### config.mk
export PLATFORM = sky130hd
export DESIGN_NAME = decode_stage
export DESIGN_NICKNAME = d
export VERILOG_FILES = /design/src/rtl/decode_stage.sv
export SDC_FILE = /design/constraint.sdc
export NUM_CORES = 1
export LEC_CHECK = 0
export ABC_CLOCK_PERIOD_IN_PS = 4250
export BUFFER_PORTS_ARGS = -buffer_cell sky130_fd_sc_hd__buf_2
export CAP_MARGIN = 20
export CORE_ASPECT_RATIO = 0.9
export CORE_MARGIN = 1.5
export CORE_UTILIZATION = 45
export CTS_CLUSTER_DIAMETER = 100
export DETAILED_ROUTE_END_ITERATION = 8
export GPL_TIMING_DRIVEN = 0
export PLACE_DENSITY = 0.77
export SYNTH_ARGS = -nofsm -noshare
export SYNTH_HDL_FRONTEND = slang
export SYNTH_SLANG_ARGS = --single-unit
export TNS_END_PERCENT = 5
### constraint.sdc
create_clock -name clk -period 4.25 [get_ports clk]
set_input_delay 1.275 -clock clk [delete_from_list [all_inputs] [get_ports clk]]
set_output_delay 1.275 -clock clk [all_outputs]
set_load 0.005 [all_outputs]
### src/rtl/decode_stage.sv
// ---------------------------------------------------------------------------
// decode_stage
//
// Purpose:
//   RV32I/RV64I instruction decode stage sitting between fetch and
//   register-read/execute. An instruction and its PC arrive over a
//   valid/ready handshake. The instruction is split into its fields, its
//   format is classified, the sign-extended immediate is built and illegal
//   encodings are flagged. The decoded result is presented from a registered
//   output stage backed by a one-entry skid buffer, so in_ready never depends
//   combinationally on out_ready. A flush discards everything held plus any
//   instruction accepted in the flush cycle.
//
// Parameters:
//   XLEN          datapath width of PC and immediate (32 or 64)
//   RESET_PC_TAG  value shown on out_pc from reset until the first load
//
// Ports:
//   clk          system clock, rising edge
//   rst_n        asynchronous active-low reset
//   in_valid     fetch presents an instruction
//   in_ready     stage can accept (skid buffer empty)
//   in_instr     raw 32-bit instruction word
//   in_pc        PC of in_instr
//   flush        drop held and incoming instructions
//   out_valid    decoded instruction available
//   out_ready    downstream accepts
//   out_pc       PC of decoded instruction
//   out_opcode   instr[6:0]
//   out_rd       instr[11:7]
//   out_rs1      instr[19:15]
//   out_rs2      instr[24:20]
//   out_funct3   instr[14:12]
//   out_funct7   instr[31:25]
//   out_fmt      R=0 I=1 S=2 B=3 U=4 J=5 NONE=7
//   out_imm      sign-extended immediate (0 for R and NONE)
//   out_rd_we    instruction writes rd (never for rd==0)
//   out_illegal  illegal encoding
// ---------------------------------------------------------------------------
module decode_stage #(
  parameter int unsigned     XLEN         = 32,
  parameter logic [XLEN-1:0] RESET_PC_TAG = '0
) (
  input  logic            clk,
  input  logic            rst_n,
  input  logic            in_valid,
  output logic            in_ready,
  input  logic [31:0]     in_instr,
  input  logic [XLEN-1:0] in_pc,
  input  logic            flush,
  output logic            out_valid,
  input  logic            out_ready,
  output logic [XLEN-1:0] out_pc,
  output logic [6:0]      out_opcode,
  output logic [4:0]      out_rd,
  output logic [4:0]      out_rs1,
  output logic [4:0]      out_rs2,
  output logic [2:0]      out_funct3,
  output logic [6:0]      out_funct7,
  output logic [2:0]      out_fmt,
  output logic [XLEN-1:0] out_imm,
  output logic            out_rd_we,
  output logic            out_illegal
);

  typedef enum logic [2:0] {
    FMT_R    = 3'd0,
    FMT_I    = 3'd1,
    FMT_S    = 3'd2,
    FMT_B    = 3'd3,
    FMT_U    = 3'd4,
    FMT_J    = 3'd5,
    FMT_NONE = 3'd7
  } fmt_e;

  // One decoded instruction as held by either the output register or the
  // skid buffer. The raw word is kept so the field outputs are plain slices.
  typedef struct packed {
    logic [XLEN-1:0] pc;
    logic [31:0]     instr;
    logic [2:0]      fmt;
    logic [XLEN-1:0] imm;
    logic            rd_we;
    logic            illegal;
  } entry_t;

  localparam logic [6:0] OP_LUI     = 7'b0110111;
  localparam logic [6:0] OP_AUIPC   = 7'b0010111;
  localparam logic [6:0] OP_JAL     = 7'b1101111;
  localparam logic [6:0] OP_JALR    = 7'b1100111;
  localparam logic [6:0] OP_BRANCH  = 7'b1100011;
  localparam logic [6:0] OP_LOAD    = 7'b0000011;
  localparam logic [6:0] OP_STORE   = 7'b0100011;
  localparam logic [6:0] OP_IMM     = 7'b0010011;
  localparam logic [6:0] OP_OP      = 7'b0110011;
  localparam logic [6:0] OP_MISCMEM = 7'b0001111;
  localparam logic [6:0] OP_SYSTEM  = 7'b1110011;

  logic [6:0]      w_opcode;
  logic [4:0]      w_rd;
  logic [2:0]      w_funct3;
  fmt_e            w_fmt;
  logic            w_no_rd;
  logic            w_illegal;
  logic            w_rd_we;
  logic [XLEN-1:0] w_imm;
  logic [XLEN-1:0] w_imm_i;
  logic [XLEN-1:0] w_imm_s;
  logic [XLEN-1:0] w_imm_b;
  logic [XLEN-1:0] w_imm_u;
  logic [XLEN-1:0] w_imm_j;
  entry_t          w_dec;
  logic            w_in_fire;
  logic            w_out_free;

  entry_t          r_out;
  entry_t          r_skid;
  logic            r_out_valid;
  logic            r_skid_valid;

  assign w_opcode = in_instr[6:0];
  assign w_rd     = in_instr[11:7];
  assign w_funct3 = in_instr[14:12];

  // Every immediate is sign-extended from instr[31]; the signed size cast
  // does the extension, which also covers U-type on RV64.
  assign w_imm_i = XLEN'($signed(in_instr[31:20]));
  assign w_imm_s = XLEN'($signed({in_instr[31:25], in_instr[11:7]}));
  assign w_imm_b = XLEN'($signed({in_instr[31], in_instr[7], in_instr[30:25],
                                  in_instr[11:8], 1'b0}));
  assign w_imm_u = XLEN'($signed({in_instr[31:12], 12'b0}));
  assign w_imm_j = XLEN'($signed({in_instr[31], in_instr[19:12], in_instr[20],
                                  in_instr[30:21], 1'b0}));

  // Format classification from the opcode. Anything not in the map, or a
  // word whose low two bits are not 11 (compressed space), is illegal.
  // w_no_rd marks the I-format opcodes that never write rd: fences, and
  // SYSTEM with funct3==0 (ecall/ebreak/xret).
  always_comb begin
    w_fmt   = FMT_NONE;
    w_no_rd = 1'b0;
    if (in_instr[1:0] == 2'b11) begin
      case (w_opcode)
        OP_LUI, OP_AUIPC:          w_fmt = FMT_U;
        OP_JAL:                    w_fmt = FMT_J;
        OP_JALR, OP_LOAD, OP_IMM:  w_fmt = FMT_I;
        OP_SYSTEM: begin
          w_fmt   = FMT_I;
          w_no_rd = (w_funct3 == 3'b000);
        end
        OP_MISCMEM: begin
          w_fmt   = FMT_I;
          w_no_rd = 1'b1;
        end
        OP_BRANCH:                 w_fmt = FMT_B;
        OP_STORE:                  w_fmt = FMT_S;
        OP_OP:                     w_fmt = FMT_R;
        default:                   w_fmt = FMT_NONE;
      endcase
    end
    w_illegal = (w_fmt == FMT_NONE);
  end

  // Immediate selection by format; R and illegal words carry no immediate.
  always_comb begin
    w_imm = '0;
    case (w_fmt)
      FMT_I:   w_imm = w_imm_i;
      FMT_S:   w_imm = w_imm_s;
      FMT_B:   w_imm = w_imm_b;
      FMT_U:   w_imm = w_imm_u;
      FMT_J:   w_imm = w_imm_j;
      default: w_imm = '0;
    endcase
  end

  // Register write enable: formats that produce a result write rd, except
  // the no-rd opcodes above, and a write to x0 is never reported.
  always_comb begin
    w_rd_we = 1'b0;
    case (w_fmt)
      FMT_R, FMT_I, FMT_U, FMT_J: w_rd_we = 1'b1;
      default:                    w_rd_we = 1'b0;
    endcase
    if (w_no_rd || (w_rd == 5'd0)) begin
      w_rd_we = 1'b0;
    end
  end

  assign w_dec = '{pc:      in_pc,
                   instr:   in_instr,
                   fmt:     w_fmt,
                   imm:     w_imm,
                   rd_we:   w_rd_we,
                   illegal: w_illegal};

  // in_ready is purely the registered skid state, so there is no path from
  // out_ready back to fetch. The output register may be reloaded whenever it
  // is empty or is being consumed this cycle.
  assign in_ready   = ~r_skid_valid;
  assign w_in_fire  = in_valid & in_ready;
  assign w_out_free = ~r_out_valid | out_ready;

  // Occupancy of the two slots. The skid only fills while the output is
  // stalled and always drains into the output first, which keeps FIFO order.
  // Flush wins over any load, including the input accepted in that cycle.
  always_ff @(posedge clk or negedge rst_n) begin
    if (!rst_n) begin
      r_out_valid  <= 1'b0;
      r_skid_valid <= 1'b0;
    end else if (flush) begin
      r_out_valid  <= 1'b0;
      r_skid_valid <= 1'b0;
    end else if (w_out_free) begin
      r_out_valid  <= r_skid_valid | w_in_fire;
      r_skid_valid <= 1'b0;
    end else if (w_in_fire) begin
      r_skid_valid <= 1'b1;
    end
  end

  // Payload movement mirrors the occupancy block. Data is left untouched on
  // flush and while stalled, so the output stays stable until consumed.
  always_ff @(posedge clk or negedge rst_n) begin
    if (!rst_n) begin
      r_out  <= '{pc: RESET_PC_TAG, default: '0};
      r_skid <= '0;
    end else if (!flush) begin
      if (w_out_free) begin
        if (r_skid_valid) begin
          r_out <= r_skid;
        end else if (w_in_fire) begin
          r_out <= w_dec;
        end
      end else if (w_in_fire) begin
        r_skid <= w_dec;
      end
    end
  end

  assign out_valid   = r_out_valid;
  assign out_pc      = r_out.pc;
  assign out_opcode  = r_out.instr[6:0];
  assign out_rd      = r_out.instr[11:7];
  assign out_funct3  = r_out.instr[14:12];
  assign out_rs1     = r_out.instr[19:15];
  assign out_rs2     = r_out.instr[24:20];
  assign out_funct7  = r_out.instr[31:25];
  assign out_fmt     = r_out.fmt;
  assign out_imm     = r_out.imm;
  assign out_rd_we   = r_out.rd_we;
  assign out_illegal = r_out.illegal;

endmodule

==> qor.log, run 1 <==
qor: final_layout.finalNetCount 1218
qor: global_route.grt_pass1_wl 39690 µm
qor: sta.total_negative_slack_for_setup_checks 0 ns
qor: floorplan.number_of_i_o_pins 172
qor: placed_design.placement.cell_area 10210 µm²
qor: synth.synth.cell_area 8986 µm²
qor: detailed_routing.detail_route.wirelength.met1 10950 µm
qor: detailed_routing.top_signal_layer_used met4
qor: detailed_routing.drt_wl_total 24880 µm
qor: floorplan.initial_core_util 0.4632
qor: detailed_routing.drt_iter0_drc 515
qor: sta.min_period 3.117 ns
qor: placed_design.place.detailed.hpwl 17420 µm
qor: clock_tree.cts_resized 0
qor: clock_tree.number_of_buffers_created_by_cts 23
qor: detailed_routing.post_drt_via_cell_ratio 5.401
qor: clock_tree.clock_latency_reported_for_the_late_side_of_the_worst_skew_pair 0.51 ns
qor: clock_tree.cts.sink_count 204
qor: worst_setup_path.required 2.97 ns
qor: pwr.power.clock.fraction 0.388
qor: pwr.max-vdd-ir-drop 0.2889 mV
qor: worst_setup_path.cpPeakStageDelay 0.45 ns
qor: pwr.combinational_power_share 0.145
qor: detailed_routing.detailroute.wirelength.met3 2170 µm
qor: clock_tree.clk_pin_slew 0.06 ns
qor: synth.top_cells_by_area_synth dfrtp_1, nand2_1, mux2i_1, o21ai_0, or3_1
qor: pwr.cellInternalPower 3856 µW
qor: detailed_routing.vias 7643
qor: sta.tightest_slew 1.090 ns
qor: worst_setup_path.worst_setup_path_class reg2out
qor: pwr.p_switching 1423 µW
qor: final_layout.syn_to_final_growth 22.43%
qor: pwr.sequential_power_share 0.467
qor: synth.ys_seq_area_frac 0.5681
qor: detailed_routing.post-route-drc-count 0
qor: sta.rsz0062_at_grt false
qor: sta.min_period_over_period 0.7335
qor: final_layout.n_fill_cell 1742
qor: synth.yosysTopAreaCell dfrtp_1
qor: min_path.worstHoldPathType reg2reg
qor: sta.layout_setup_ws 1.133 ns
qor: detailed_routing.wl_cell 17.58 µm
qor: floorplan.design.die.area 20830 µm²
qor: global_route.first_global_vias 7394
qor: clock_tree.cts_tree done
qor: placed_design.dpl_worst_slack 1.113 ns
qor: final_layout.final_design_area_no_fill 11000 µm²
qor: synth.synth.top_cell.area_share 0.5681
qor: synth.mappedNetlistNets 1021
qor: run_status.run_status finished, final reports clean
qor: worst_setup_path.worstPathCellList inv_1 > clkbuf_1 > buf_2
qor: global_route.gr-usage-all-layers 0.2385
qor: final_layout.layout.core_utilization 0.5671
qor: sta.hold_viol_final 0
qor: floorplan.chipHeight 137.1 µm
qor: worst_setup_path.cp_num_buf_inv 3
qor: placed_design.io_buffers 170
qor: detailed_routing.detailedRoute.firstPassIterationCount 5
qor: clock_tree.cts-root-buf clkbuf_16
qor: worst_setup_path.element_type_at_the_critical_path_end output port
qor: sta.finalSetupViolations 0
qor: final_layout.post_route_cells_drive_above_1_share 0.2086
qor: pwr.netSwitchingFraction 0.2696
qor: floorplan.rows 48
qor: synth.ys_types 48
qor: clock_tree.cts_setup_buffers 0
qor: synth.synth-main-ff-cell dfrtp_1
qor: clock_tree.cts-htree-levels 1
qor: worst_setup_path.setup.worst_path.start_class register
qor: clock_tree.cts.hold.buffers_added 0
qor: global_route.global_route.overflow_total 0
qor: global_route.antenna_violations_before_repair 0
qor: final_layout.antenna_cells_inserted 0
qor: sta.slew_headroom 0.2674
qor: synth.postSynthCellCount 952
qor: sta.fmax 0.3208 GHz
qor: placed_design.gp_routability_congestion 0.9221
qor: global_route.grt_start_max_net_pins 77
qor: sta.clock_skew 0.007712 ns
qor: worst_setup_path.crit_family buffers and inverters
qor: floorplan.core-area 19400 µm²
qor: sta.slew_violations 0
qor: synth.avgSynthCellArea 9.439 µm²
qor: worst_setup_path.critPathArrivalTime 1.84 ns
qor: pwr.p_per_area 479.9 nW/µm²
qor: clock_tree.cts_max_path_buffers 3
qor: synth.postSynthRegisterBits 204
qor: synth.synth_warnings 0
qor: detailed_routing.met2WireLength 11230 µm
qor: pwr.p_leak 0.005208 µW
qor: detailed_routing.ant_nets 0
qor: worst_setup_path.largest_fanout_on_the_critical_path 10
qor: floorplan.horizontal_die_dimension 152.0 µm
qor: run.max-cap-violations 0
qor: worst_setup_path.crit_slowest_cell clkbuf_1
qor: synth.synth_async_sr_flop_share 1.000
qor: synth.synth-edff-count 0
==> path summary, 6_finish.rpt <==
| kind | startpoint | endpoint | slack (ns) | cells after the start |
|---|---|---|---|---|
| max in group asynchronous | rst_n | out_rs2[0]$_DFFE_PN0P_ | 2.46 | 3 |
| worst max register to register | out_valid$_DFFE_PN0N_ | out_imm[13]$_DFFE_PN0P_ | 1.87 | 5 |
| worst min register to register | out_pc[20]$_DFFE_PN0P_ | out_pc[20]$_DFFE_PN0P_ | 0.47 | 2 |
| worst max-delay path | r_skid_valid$_DFFE_PN0P_ | in_ready | 1.13 | 3 |
| worst min-delay path | out_pc[20]$_DFFE_PN0P_ | out_pc[20]$_DFFE_PN0P_ | 0.47 | 2 |
| min in group asynchronous | rst_n | out_pc[28]$_DFFE_PN0P_ | 0.69 | 1 |
==> area by class of cell <==
class	instances	area, µm²	area share
Sequential cell	204	5105	0.4640
Multi-Input combinational cell	679	3577	0.3251
Timing Repair Buffer	172	915.9	0.08325
Clock buffer	29	638.1	0.05800
Tap cell	250	312.8	0.02843
Buffer	67	296.5	0.02695
Clock inverter	12	148.9	0.01353
Inverter	2	7.507	0.0006824
==> placed cells by master (no fill, tap or decap), drive strengths merged, types with 6 or more instances in the layout <==
cell type,instances
buf,200
a21oi,34
a221oi,7
nor3,8
dfrtp,204
mux2i,64
or3,29
o21ai,99
a31oi,20
nand2b,6
o211ai,12
a22o,7
nor2,43
nand3,16
nand2,300
clkbuf,68
==> metal layers <==
layer	global-route usage	vias to the layer above
li1	-	3629
met1	0.3312	3655
met2	0.3748	318
met3	0.06016	41
met4	0.06311	0
met5	0	-
==> registers in the layout, summed over array words and instances (netlist names), 3 cells and up <==
signal,cells
out_imm,32
out_rs1,5
out_pc,32
out_rs2,5
r_skid,101
out_funct7,7
out_funct3,3
out_opcode,7
out_fmt,3
out_rd,5
==> logic make-up (layout without fill, tap and decap cells) <==
group / after synthesis / after routing / share of synthesized area
and+or+nand+nor: 418 / 418 / 0.1962
DFF: 204 / 204 / 0.5681
AOI/OAI and AO/OA: 195 / 195 / 0.1282
buffers and inverters: 69 / 282 / 0.03383
muxes: 65 / 65 / 0.07254
adders and majority gates: 1 / 1 / 0.001114
==> worst min-delay path, cell delays in order, from the launching register on <==
cell     delay (ns)
dfrtp_1        0.33
nand2_1        0.05
o21ai_0        0.06
==> synthesized netlist by cell type, drive strengths merged (7+ instances only) <==
| library cell | instances |
|---|---|
| nand2 | 300 |
| a21oi | 34 |
| o21ai | 99 |
| nor2 | 43 |
| nand3 | 16 |
| nor3 | 8 |
| a31oi | 20 |
| a22o | 7 |
| mux2i | 64 |
| buf | 28 |
| or3 | 29 |
| clkbuf | 39 |
| o211ai | 12 |
| a221oi | 7 |
| dfrtp | 204 |
==> power groups by stage <==
stage / Combinational (µW) / Sequential [µW] / Clock, µW
after floorplan: 375 / 2480 / 0
after global placement: 737 / 2480 / 0
after detailed placement: 766 / 2490 / 0
after CTS: 774 / 2460 / 2080
after global routing: 874 / 2500 / 2160
final: 766 / 2470 / 2050
==> metrics by stage <==
stage | power, µW | std cells | hold WS [ns]
after floorplan | 2853 | 952 | 0.4405
after global placement | 3215 | 1372 | 0.4522
after detailed placement | 3261 | 1374 | 0.4622
after CTS | 5313 | 1415 | 0.4761
after global routing | 5537 | 1415 | 0.4923
final | 5279 | 1415 | 0.4720
Note: power is estimated with default switching activity, not from simulation.
==> run 2, diff against run 1 <==
--- a/config.mk
+++ b/config.mk
@@ -5,7 +5,8 @@
 export SDC_FILE = /design/constraint.sdc
 export NUM_CORES = 1
 export LEC_CHECK = 0
-export ABC_CLOCK_PERIOD_IN_PS = 4250
+export ABC_AREA = 1
+export ABC_CLOCK_PERIOD_IN_PS = 3200
 export BUFFER_PORTS_ARGS = -buffer_cell sky130_fd_sc_hd__buf_2
 export CAP_MARGIN = 20
 export CORE_ASPECT_RATIO = 0.9
==> constraint.sdc (replaced) <==
create_clock -name clk -period 3.2 [get_ports clk]
set_input_delay 0.96 -clock clk [delete_from_list [all_inputs] [get_ports clk]]
set_output_delay 0.96 -clock clk [all_outputs]
set_load 0.005 [all_outputs]
==> qor.log, run 2 <==
qor: synth.ys_types 28
qor: clock_tree.number_of_buffers_created_by_cts 23
qor: run.max-cap-violations 0
qor: min_path.worstHoldPathType in2async
qor: run_status.run_status finished, final reports clean
qor: synth.synth-main-ff-cell dfrtp_1
qor: worst_setup_path.element_type_at_the_critical_path_end output port
qor: synth.yosysTopAreaCell dfrtp_1
qor: placed_design.place.detailed.hpwl 18840 µm
qor: placed_design.placedCellCount 1591
qor: global_route.first_global_vias 8158
qor: clock_tree.clk_pin_slew 0.06 ns
qor: worst_setup_path.required 2.24 ns
qor: final_layout.layout_commonest_cell nand2_1
qor: final_layout.largest_register_ffs 101
qor: synth.postSynthRegisterBits 204
qor: worst_setup_path.largest_fanout_on_the_critical_path 10
qor: sta.finalSetupViolations 0
qor: detailed_routing.drt_iter0_drc 764
qor: synth.postSynthCellCount 1164
qor: floorplan.core-area 20170 µm²
qor: clock_tree.cts-root-buf clkbuf_16
qor: synth.yosys.cell_count.top_type nand2_1
qor: sta.rsz0062_at_grt false
qor: detailed_routing.post-route-drc-count 0
qor: final_layout.finish.cell_count_without_fillers 1636
qor: placed_design.io_buffers 171
qor: clock_tree.cts-htree-levels 1
qor: clock_tree.cts_tree done
qor: sta.layout_setup_ws 0.2340 ns
qor: clock_tree.cts.hold.buffers_added 0
qor: final_layout.post_route_cells_drive_above_1_share 0.2003
qor: detailed_routing.detailedRoute.firstPassIterationCount 5
qor: floorplan.design.die.area 21700 µm²
qor: sta.clock_skew 0.01532 ns
qor: clock_tree.cts.sink_count 204
qor: placed_design.dpl_worst_slack 0.7060 ns
qor: worst_setup_path.worst_setup_path_class reg2out
qor: floorplan.rows 49
qor: sta.worst_hold_slack 0.4267 ns
qor: synth.mappedNetlistNets 1233
qor: final_layout.final-seq-area 5105 µm²
qor: pwr.p_leak 0.006277 µW
qor: floorplan.chipHeight 139.9 µm
qor: detailed_routing.drt_wl_total 26580 µm
qor: detailed_routing.wl_cell 16.25 µm
qor: final_layout.most-common-layout-cells nand2_1, dfrtp_1, buf_2
qor: global_route.global_route.overflow_total 0
qor: sta.tightest_slew 0.6866 ns
qor: detailed_routing.post_drt_via_cell_ratio 5.274
qor: synth.top_cells_by_area_synth dfrtp_1, nand2_1, o21ai_0, nor2_1, inv_1
qor: global_route.grt_pass1_wl 42320 µm
qor: synth.synth.cell_area 9371 µm²
qor: final_layout.syn_to_final_growth 21.26%
qor: final_layout.finalNetCount 1430
qor: synth.ys_seq_area_frac 0.5447
qor: clock_tree.clock_latency_reported_for_the_late_side_of_the_worst_skew_pair 0.51 ns
qor: sta.hold_viol_final 0
qor: clock_tree.cts_resized 0
qor: detailed_routing.ant_nets 0
qor: floorplan.horizontal_die_dimension 155.1 µm
qor: sta.min_period 2.966 ns
qor: synth.synth.top_cell.area_share 0.5447
qor: global_route.antenna_violations_before_repair 3
qor: final_layout.n_fill_cell 1829
qor: synth.avgSynthCellArea 8.051 µm²
qor: placed_design.gp_routability_congestion 0.9123
qor: sta.fmax 0.3372 GHz
qor: synth.synth_top_cells_by_count nand2_1, dfrtp_1, o21ai_0
qor: detailed_routing.vias 8629
qor: final_layout.registers.top_by_ff_count r_skid
qor: sta.min_period_over_period 0.9269
qor: global_route.gr-usage-all-layers 0.2432
qor: synth.synth-edff-count 0
qor: synth.synth_async_sr_flop_share 1.000
qor: floorplan.number_of_i_o_pins 172
qor: synth.synth_warnings 0
qor: sta.slew_violations 0
qor: clock_tree.cts_setup_buffers 0
qor: pwr.p_per_area 624.2 nW/µm²
qor: final_layout.multi_input_combinational_cell_area 3568 µm²
qor: clock_tree.cts_max_path_buffers 3
qor: worst_setup_path.setup.worst_path.start_class register
qor: global_route.grt_start_max_net_pins 119
qor: floorplan.initial_core_util 0.4646
qor: pwr.max-vdd-ir-drop 0.3007 mV
qor: worst_setup_path.critPathArrivalTime 2.01 ns
qor: sta.slew_headroom 0.5423
[run 2: final timing paths]
| path | from | to | slack (ns) | cells after the start |
|---|---|---|---|---|
| min reg2reg | out_imm[6]$_DFFE_PN0P_ | out_imm[6]$_DFFE_PN0P_ | 0.47 | 2 |
| max | r_skid_valid$_DFFE_PN0P_ | in_ready | 0.23 | 5 |
| min in group clk | out_imm[6]$_DFFE_PN0P_ | out_imm[6]$_DFFE_PN0P_ | 0.47 | 2 |
| max reg2reg | out_valid$_DFFE_PN0N_ | r_skid[7]$_DFFE_PN0P_ | 1.25 | 8 |
| min | rst_n | out_pc[27]$_DFFE_PN0P_ | 0.43 | 1 |
| max in group asynchronous | rst_n | out_rs2[2]$_DFFE_PN0P_ | 1.76 | 2 |
[run 2: metrics by stage]
step | TNS, ns | area [µm²] | utilization | power, µW
after floorplan | 0 | 9371 | - | 3952
after global placement | -460.15 | 10550 | 0.5229 | 4411
after detailed placement | 0 | 10580 | 0.5247 | 4473
after CTS | 0 | 11360 | 0.5630 | 7121
after global routing | 0 | 11360 | 0.5634 | 7433
final | 0 | 11360 | 0.5634 | 7093
[run 2: cell families (layout without fill, tap and decap cells)]
| family | after synthesis | after routing | synth area share |
|---|---|---|---|
| and+or+nand+nor | 548 | 548 | 0.2390 |
| other | 0 | 3 | 0 |
| DFF | 204 | 204 | 0.5447 |
| buffers and inverters | 156 | 370 | 0.07450 |
| AOI/OAI and AO/OA | 256 | 256 | 0.1418 |
[run 2: report_power, final]
| group | leakage (µW) | switching (µW) | internal (µW) |
|---|---|---|---|
| logic | 0.00332 | 619 | 448 |
| registers | 0.00257 | 271 | 3100 |
| clock network | 0.000385 | 1060 | 1590 |
| total | 0.00628 | 1950 | 5140 |
[run 2: routing by layer]
layer  up-vias  wire length [µm]  GRT usage
met5         -                 0          0
met4         0               690    0.07743
met3        46              2097    0.04517
met2       349             12040     0.3727
met1      4094             11750     0.3512
li1       4140                 -          -
[run 2: worst max-delay path, stage by stage (launching register included)]
cell	delay [ns]
dfrtp_1	0.45
inv_1	0.11
buf_2	0.25
buf_2	0.28
buf_4	0.25
buf_2	0.15
[run 2: layout make-up]
| type | instances | share of cell area |
|---|---|---|
| Sequential cell | 204 | 0.4492 |
| Antenna cell | 3 | 0.0006606 |
| Buffer | 75 | 0.03468 |
| Multi-Input combinational cell | 804 | 0.3140 |
| Clock inverter | 7 | 0.006276 |
| Inverter | 81 | 0.02676 |
| Tap cell | 255 | 0.02808 |
| Clock buffer | 35 | 0.06166 |
| Timing Repair Buffer | 172 | 0.07862 |
==> run 3, diff against run 2 <==
--- a/config.mk
+++ b/config.mk
@@ -16,6 +16,7 @@
 export DETAILED_ROUTE_END_ITERATION = 8
 export GPL_TIMING_DRIVEN = 0
 export PLACE_DENSITY = 0.77
+export RECOVER_POWER = 100
 export SYNTH_ARGS = -nofsm -noshare
 export SYNTH_HDL_FRONTEND = slang
 export SYNTH_SLANG_ARGS = --single-unit
==> qor.log, run 3 (synthesized netlist as in run 2, its figures left out) <==
qor: final_layout.layout_commonest_cell nand2_1
qor: placed_design.placedCellCount 1591
qor: floorplan.chipHeight 139.9 µm
qor: global_route.first_global_vias 8158
qor: sta.slew_violations 87
qor: final_layout.most-common-layout-cells nand2_1, dfrtp_1, o21ai_0
qor: final_layout.finalNetCount 1430
qor: placed_design.io_buffers 171
qor: pwr.power.clock.fraction 0.376
qor: floorplan.core-area 20170 µm²
qor: detailed_routing.vias 8732
qor: clock_tree.clk_pin_slew 0.06 ns
qor: worst_setup_path.largest_fanout_on_the_critical_path 10
qor: pwr.combinational_power_share 0.146
qor: final_layout.largest_register_ffs 101
qor: sta.min_period_over_period 0.9265
qor: worst_setup_path.element_type_at_the_critical_path_end output port
qor: detailed_routing.post_drt_via_cell_ratio 5.341
qor: pwr.max-vdd-ir-drop 0.3018 mV
qor: clock_tree.cts_resized 0
qor: sta.fmax 0.3373 GHz
qor: clock_tree.number_of_buffers_created_by_cts 23
qor: detailed_routing.detailedRoute.firstPassIterationCount 7
qor: clock_tree.clock_latency_reported_for_the_late_side_of_the_worst_skew_pair 0.51 ns
qor: pwr.sequential_power_share 0.478
qor: floorplan.number_of_i_o_pins 172
qor: sta.finalSetupViolations 0
qor: sta.rsz0062_at_grt false
qor: sta.hold_viol_final 0
qor: final_layout.n_fill_cell 1872
qor: final_layout.final-seq-area 5105 µm²
qor: worst_setup_path.crit_slowest_cell dfrtp_1
qor: final_layout.post_route_cells_drive_above_1_share 0.1415
qor: sta.clock_skew 0.01618 ns
qor: global_route.antenna_violations_before_repair 2
qor: global_route.gr-usage-all-layers 0.2432
qor: sta.tightest_slew 2.212 ns
qor: pwr.p_switching 1958 µW
qor: floorplan.horizontal_die_dimension 155.1 µm
qor: clock_tree.cts_max_path_buffers 3
qor: sta.total_negative_slack_for_setup_checks 0 ns
qor: global_route.global_route.overflow_total 0
qor: global_route.grt_pass1_wl 42320 µm
qor: final_layout.multi_input_combinational_cell_area 3551 µm²
qor: clock_tree.cts.hold.buffers_added 0
qor: floorplan.initial_core_util 0.4646
qor: run_status.violated_checks capacitance limit, slew limit
qor: pwr.netSwitchingFraction 0.2770
qor: detailed_routing.drt_wl_total 26670 µm
qor: global_route.grt_start_max_net_pins 119
qor: detailed_routing.wl_cell 16.31 µm
qor: final_layout.syn_to_final_growth 19.85%
qor: worst_setup_path.worstPathCellList inv_1 > buf_2 > clkbuf_2 > buf_4 > buf_2
qor: sta.worst_hold_slack 0.4767 ns
qor: detailed_routing.post-route-drc-count 0
qor: run.max-cap-violations 1
qor: clock_tree.cts-root-buf clkbuf_16
qor: placed_design.gp_routability_congestion 0.9123
qor: worst_setup_path.critPathArrivalTime 2.00 ns
qor: pwr.p_per_area 629.5 nW/µm²
qor: detailed_routing.drt_iter0_drc 753
qor: clock_tree.cts_tree done
qor: floorplan.design.die.area 21700 µm²
qor: floorplan.rows 49
qor: sta.min_period 2.965 ns
qor: min_path.worstHoldPathType reg2reg
qor: worst_setup_path.setup.worst_path.start_class register
qor: sta.slew_headroom -0.4750
qor: worst_setup_path.cpPeakStageDelay 0.45 ns
qor: clock_tree.cts.sink_count 204
qor: final_layout.finish.cell_count_without_fillers 1635
qor: run_status.run_status complete, but fails checks
qor: worst_setup_path.cp_common_cell buf_2
qor: pwr.cellInternalPower 5112 µW
qor: clock_tree.cts-htree-levels 1
qor: placed_design.place.detailed.hpwl 18840 µm
qor: clock_tree.cts_setup_buffers 0
qor: detailed_routing.ant_nets 0
qor: pwr.p_leak 0.006020 µW
qor: worst_setup_path.timing.reg2reg.setup_slack 0.49 ns
qor: worst_setup_path.worst_setup_path_class reg2out
qor: worst_setup_path.required 2.24 ns
qor: final_layout.registers.top_by_ff_count r_skid
run 3: path summary, 6_finish.rpt:
check | from | endpoint | cells past startpoint
worst max-delay path | r_skid_valid$_DFFE_PN0P_ | in_ready | 5
worst min-delay path | out_imm[22]$_DFFE_PN0P_ | out_imm[22]$_DFFE_PN0P_ | 2
worst min register to register | out_imm[22]$_DFFE_PN0P_ | out_imm[22]$_DFFE_PN0P_ | 2
worst max register to register | out_valid$_DFFE_PN0N_ | r_skid[34]$_DFFE_PN0P_ | 9
min in group asynchronous | rst_n | out_pc[27]$_DFFE_PN0P_ | 1
max in group asynchronous | rst_n | out_imm[25]$_DFFE_PN0P_ | 2
run 3: critical path: cells and delay by family, from the launching register on:
family                 cells  cell delay (ns)
flip-flops                 1             0.45
buffers and inverters      5             1.04
run 3: power by group through the flow:
stage	clock network (µW)	registers [µW]	logic, µW
CTS	2680	3370	1070
finish	2660	3380	1030
global route	2780	3430	1190
detailed placement	0	3400	1070
global placement	0	3380	1030
floorplan	0	3370	577
run 3: layer usage:
metal  track usage  wire, µm  up-vias
met1        0.3512     11590     4145
li1              -         -     4136
met3       0.04517      2372       58
met2        0.3727     11970      393
met5             0         0        -
met4       0.07743       742        0
run 3: per-stage QoR:
step           setup slack (ns)  instance area (µm²)    util  total power (µW)
6_report                 0.2352                11230  0.5569              7070
5_1_grt                  0.1424                11230  0.5569              7403
4_1_cts                  0.2330                11360  0.5630              7121
3_5_place_dp             0.7060                10580  0.5247              4473
3_3_place_gp             -2.271                10550  0.5229              4411
2_1_floorplan             1.184                 9371       -              3952
run 3: layout make-up:
cell class | instances | share of cell area
Clock inverter | 7 | 0.006350
Tap cell | 255 | 0.02841
Clock buffer | 35 | 0.06238
Antenna cell | 2 | 0.0004456
Timing Repair Buffer | 172 | 0.07152
Sequential cell | 204 | 0.4545
Inverter | 81 | 0.02707
Buffer | 75 | 0.03320
Multi-Input combinational cell | 804 | 0.3161
